## src/rtl/hazard_ctrl.sv

```systemverilog
// Pipeline hazard controller: load-use interlock, multi-cycle MDU stall,
// branch flush, plus stall/flush performance counters.
module hazard_ctrl #(
    parameter int AW       = 5,
    parameter int LOAD_LAT = 1,
    parameter int MDU_LAT  = 4,
    parameter int CW       = 32
) (
    input  logic          clk,
    input  logic          rst,
    input  logic          memread_ex,
    input  logic          rf_we_ex,
    input  logic [AW-1:0] rf_wa_ex,
    input  logic [AW-1:0] rf_ra0_id,
    input  logic [AW-1:0] rf_ra1_id,
    input  logic          npc_sel_ex,
    input  logic          mdu_start_ex,
    output logic          stall_pc,
    output logic          stall_if_id,
    output logic          stall_id_ex,
    output logic          flush_if_id,
    output logic          flush_id_ex,
    output logic          flush_ex_mem,
    output logic [CW-1:0] stall_cnt,
    output logic [CW-1:0] flush_cnt
);

    typedef enum logic {IDLE, BUSY} mdu_st_e;

    mdu_st_e       st_q, st_d;
    logic [3:0]    md_cnt_q, md_cnt_d;
    logic [1:0]    lu_cnt_q, lu_cnt_d;
    logic [CW-1:0] stall_cnt_q, flush_cnt_q;
    logic          lu_hit, lu_act, mdu_stall;

    always_comb begin
        lu_hit = memread_ex && rf_we_ex && (rf_wa_ex != '0) &&
                 ((rf_wa_ex == rf_ra0_id) || (rf_wa_ex == rf_ra1_id));
        lu_act = lu_hit || (lu_cnt_q != 2'd0);
        mdu_stall = ((st_q == IDLE) && mdu_start_ex) ||
                    ((st_q == BUSY) && (md_cnt_q != 4'd0));
    end

    always_ff @(posedge clk or posedge rst) begin
        if (rst) begin
            st_q     <= IDLE;
            md_cnt_q <= 4'd0;
        end else begin
            st_q     <= st_d;
            md_cnt_q <= md_cnt_d;
        end
    end

    always_comb begin
        st_d     = st_q;
        md_cnt_d = md_cnt_q;
        case (st_q)
            IDLE: begin
                if (mdu_start_ex) begin
                    st_d     = BUSY;
                    md_cnt_d = 4'(MDU_LAT - 2);
                end
            end
            BUSY: begin
                if (md_cnt_q != 4'd0) md_cnt_d = md_cnt_q - 4'd1;
                else                  st_d     = IDLE;
            end
            default: st_d = IDLE;
        endcase
    end

    // Lower-priority events leave their counter untouched while outranked.
    always_comb begin
        lu_cnt_d = lu_cnt_q;
        if (!mdu_stall) begin
            if (lu_hit)                lu_cnt_d = 2'(LOAD_LAT - 1);
            else if (lu_cnt_q != 2'd0) lu_cnt_d = lu_cnt_q - 2'd1;
            else if (npc_sel_ex)       lu_cnt_d = 2'd0;
        end
    end

    always_comb begin
        stall_pc     = 1'b0;
        stall_if_id  = 1'b0;
        stall_id_ex  = 1'b0;
        flush_if_id  = 1'b0;
        flush_id_ex  = 1'b0;
        flush_ex_mem = 1'b0;
        if (rst) begin
            stall_pc = 1'b0;
        end else if (mdu_stall) begin
            stall_pc     = 1'b1;
            stall_if_id  = 1'b1;
            stall_id_ex  = 1'b1;
            flush_ex_mem = 1'b1;
        end else if (lu_act) begin
            stall_pc     = 1'b1;
            stall_if_id  = 1'b1;
            flush_id_ex  = 1'b1;
        end else if (npc_sel_ex) begin
            flush_if_id  = 1'b1;
            flush_id_ex  = 1'b1;
        end
    end

    always_ff @(posedge clk or posedge rst) begin
        if (rst) begin
            lu_cnt_q    <= 2'd0;
            stall_cnt_q <= '0;
            flush_cnt_q <= '0;
        end else begin
            lu_cnt_q <= lu_cnt_d;
            if (stall_pc)    stall_cnt_q <= stall_cnt_q + CW'(1);
            if (flush_if_id) flush_cnt_q <= flush_cnt_q + CW'(1);
        end
    end

    assign stall_cnt = stall_cnt_q;
    assign flush_cnt = flush_cnt_q;

endmodule

```

## config.mk

```make
export PLATFORM = sky130hd
export DESIGN_NAME = hazard_ctrl
export DESIGN_NICKNAME = d
export VERILOG_FILES = /design/src/rtl/hazard_ctrl.sv
export SDC_FILE = /design/constraint.sdc
export NUM_CORES = 1
export LEC_CHECK = 0
export ABC_AREA = 0
export BUFFER_PORTS_ARGS = -buffer_cell sky130_fd_sc_hd__buf_2
export CAP_MARGIN = 20
export CORE_MARGIN = 1
export CORE_UTILIZATION = 30
export CTS_BUF_LIST = sky130_fd_sc_hd__clkbuf_8
export DETAILED_ROUTE_END_ITERATION = 7
export MAX_ROUTING_LAYER = met4
export PLACE_DENSITY_LB_ADDON = 0.3
export SYNTH_ARGS = -nofsm -noshare
export SYNTH_HDL_FRONTEND = slang
export SYNTH_SLANG_ARGS = --single-unit
```

## constraint.sdc

```tcl
create_clock -name clk -period 3.1 [get_ports clk]
set_input_delay 0.155 -clock clk [delete_from_list [all_inputs] [get_ports clk]]
set_output_delay 0.155 -clock clk [all_outputs]
set_load 0.005 [all_outputs]
```

==> impl_metrics.py <==
metrics = {
    "run_status": {
        "status": "finished, final reports clean",
    },
    "finish": {
        "n_antenna_cell": 0,
        "drive_gt1_share_pct": 29.5,
        "final_cell_mix": "90 x buf_2, 71 x dfrtp_1, 37 x xor2_1",
        "syn2layout_area_growth_pct": 25.2,
        "final_area_mm2": 0.00437,
        "final_util_pct": 38.5,
        "layout_commonest_cell": "buf_2",
        "nFillCells": 1123,
        "fin_nets": 450,
        "stdcell_count": 573,
    },
    "clock_network": {
        "path_clk_slew_ns": 0.08,
        "postCtsSetupBuffers": 0,
        "clockBufferDepth": 2,
        "clock_latency_ns": 0.34,
        "cts-root-buf": "clkbuf_8",
        "cts_made_buffers": 9,
        "cts_hold_buf": 0,
        "htreeDepth": 3,
        "cts_tree": "built",
        "cts_sinks": 71,
        "cts_resized": 0,
    },
    "place": {
        "dp.cells": 557,
        "dp_hpwl_um": 5700,
        "placed_area_mm2": 0.00412,
        "globalplace.congestion": 0.778,
        "pre_cts_slack_ns": 0.384,
        "io_buffers": 90,
    },
    "logic_synthesis": {
        "synthArstFlopShare_pct": 100,
        "synth_ff_type": "dfrtp_1",
        "avgSynthCellArea_um2": 10.7,
        "yosys_warnings": 0,
        "ys_seq_area_share_pct": 50.9,
        "synth_seq_cells": 71,
        "synth_edf_count": 0,
        "netlist_area_mm2": 0.00349,
        "netlist_instances": 325,
        "yosysUniqueCellTypes": 44,
        "mappedNetlistNets": 350,
    },
    "timing": {
        "fin_skew_ns": 0.0150,
        "fin_crit_sh_pct": 93.9,
        "worst_slack_ns": 0.190,
        "setup_viol": 0,
        "worst_pin_slew_ns": 0.910,
        "hold_viol": 0,
        "fin_tns_setup_ns": 0,
        "period_minus_slack_ns": 2.91,
        "drv_slew": 0,
        "fmax_mhz": 344,
        "slew_headroom_pct": 39.3,
        "rsz0062_at_grt": "no",
    },
    "grt": {
        "track_usage_pct": 14.4,
        "grt_pass1_vias": 2729,
        "grt.overflow.total": 0,
        "grt_pass1_wl_um": 13100,
        "grt_max_degree": 72,
        "antenna_found_initial": 0,
    },
    "floorplan": {
        "ios": 91,
        "core_mm2": 0.0114,
        "die-area_mm2": 0.0121,
        "start_util_pct": 30.7,
        "die_h_um": 110,
        "rows": 39,
        "die_x_um": 110,
    },
    "critical_path": {
        "crit_path_end_kind": "primary output",
        "critPathLaunch": "md_cnt_q[1]$_DFFE_PP0P_",
        "cp-start-kind": "register",
        "cp.required_ns": 2.94,
        "critPathKind": "reg2out",
        "path_max_fanout": 12,
        "crit_arrival_ns": 2.75,
        "r2r-start": "md_cnt_q[1]$_DFFE_PP0P_",
    },
    "routing": {
        "vias_per_cell": 4.81,
        "postRouteAntennaNets": 0,
        "drc_errors": 0,
        "wl_per_cell_um": 13.9,
        "drt_pass1_iterations": 4,
        "via_count": 2754,
        "routed_wl_um": 7970,
        "drt_iter0_drc": 76,
    },
    "flow_run": {
        "drv_cap": 0,
    },
    "power_and_ir_drop": {
        "ir_drop_uv": 281,
        "power_density_mw_per_mm2": 619,
        "p_leak_nw": 2.20,
    },
    "worst_hold_path": {
        "holdCritPathClass": "in2async",
    },
}
-- report_power, final --
group / switching (mW) / internal, mW / leakage [nW]
combinational: 0.296 / 0.273 / 1.14
sequential: 0.153 / 1.05 / 0.931
clock: 0.355 / 0.579 / 0.130
-- critical path, stage by stage (launching register included) --
cell,delay (ns)
dfrtp_1,0.38
inv_1,0.10
ha_1,0.15
or3b_4,0.41
a2111oi_4,0.47
nand3_2,0.15
a21o_1,0.35
clkinv_1,0.24
buf_2,0.16
-- layout make-up --
class / count / area, um^2 / area share (%)
Timing Repair Buffer: 96 / 495 / 11.3
Tap cell: 143 / 179 / 4.09
Multi-Input combinational cell: 238 / 1630 / 37.3
Inverter: 9 / 33.8 / 0.773
Clock inverter: 5 / 104 / 2.37
Sequential cell: 71 / 1780 / 40.6
Clock buffer: 11 / 151 / 3.46
-- through the flow --
stage | hold slack [ns] | power, mW
6_report | 0.275 | 2.71
3_3_place_gp | 0.453 | 1.78
4_1_cts | 0.260 | 2.74
2_1_floorplan | 0.454 | 1.57
5_1_grt | 0.305 | 2.89
3_5_place_dp | 0.472 | 1.80
-- registers in the layout (all words and copies together), names as in the netlist --
signal     cells
st_q           1
flush_cnt     32
lu_cnt_q       2
md_cnt_q       4
stall_cnt     32
-- logic make-up (layout without fill, tap and decap cells) --
logic type	after synthesis	in the layout	synth area share, %
flip-flops	71	71	50.9
XOR/XNOR	73	73	18.3
adder cells (fa/ha/maj)	4	4	1.43
AO/OA/AOI/OAI	17	17	4.19
multiplexers	1	1	0.322
buffers and inverters	16	121	2.36
AND/OR/NAND/NOR	143	143	22.5
-- final timing paths --
kind / cells after the start / slack, ns / endpoint
max: 8 / 0.19 / flush_if_id
min: 3 / 0.27 / st_q$_DFF_PP0_
max reg2reg: 9 / 0.39 / flush_cnt[12]$_DFFE_PP0P_
min reg2reg: 1 / 0.47 / stall_cnt[31]$_DFFE_PP0P_
max in group asynchronous: 3 / 2.24 / flush_cnt[14]$_DFFE_PP0P_
min in group clk: 5 / 0.28 / flush_cnt[9]$_DFFE_PP0P_
-- cell usage after synthesis, drive strengths merged (3+ instances only) --
library cell	number	area share, %
dfrtp	71	51
xor2	37	9.3
xnor2	36	9.0
nand2	32	3.4
nand3	25	3.9
nor2	17	1.8
nor3	13	1.9
nor4	13	2.7
and3	12	2.2
nand4	10	2.1
inv	8	0.86
nor3b	6	1.3
a21oi	4	0.57
buf	4	1.1
ha	4	1.4
nand2b	4	0.72
and4	3	0.75
clkbuf	3	0.32
-- metal layers --
layer,vias up,global-route usage (%),wire length (um)
li1,1319,-,-
met1,1363,18.2,3720
met2,62,23.1,3840
met3,10,2.90,338
met4,0,4.76,76
met5,-,-,0
Power figures use the tool's default switching activity.
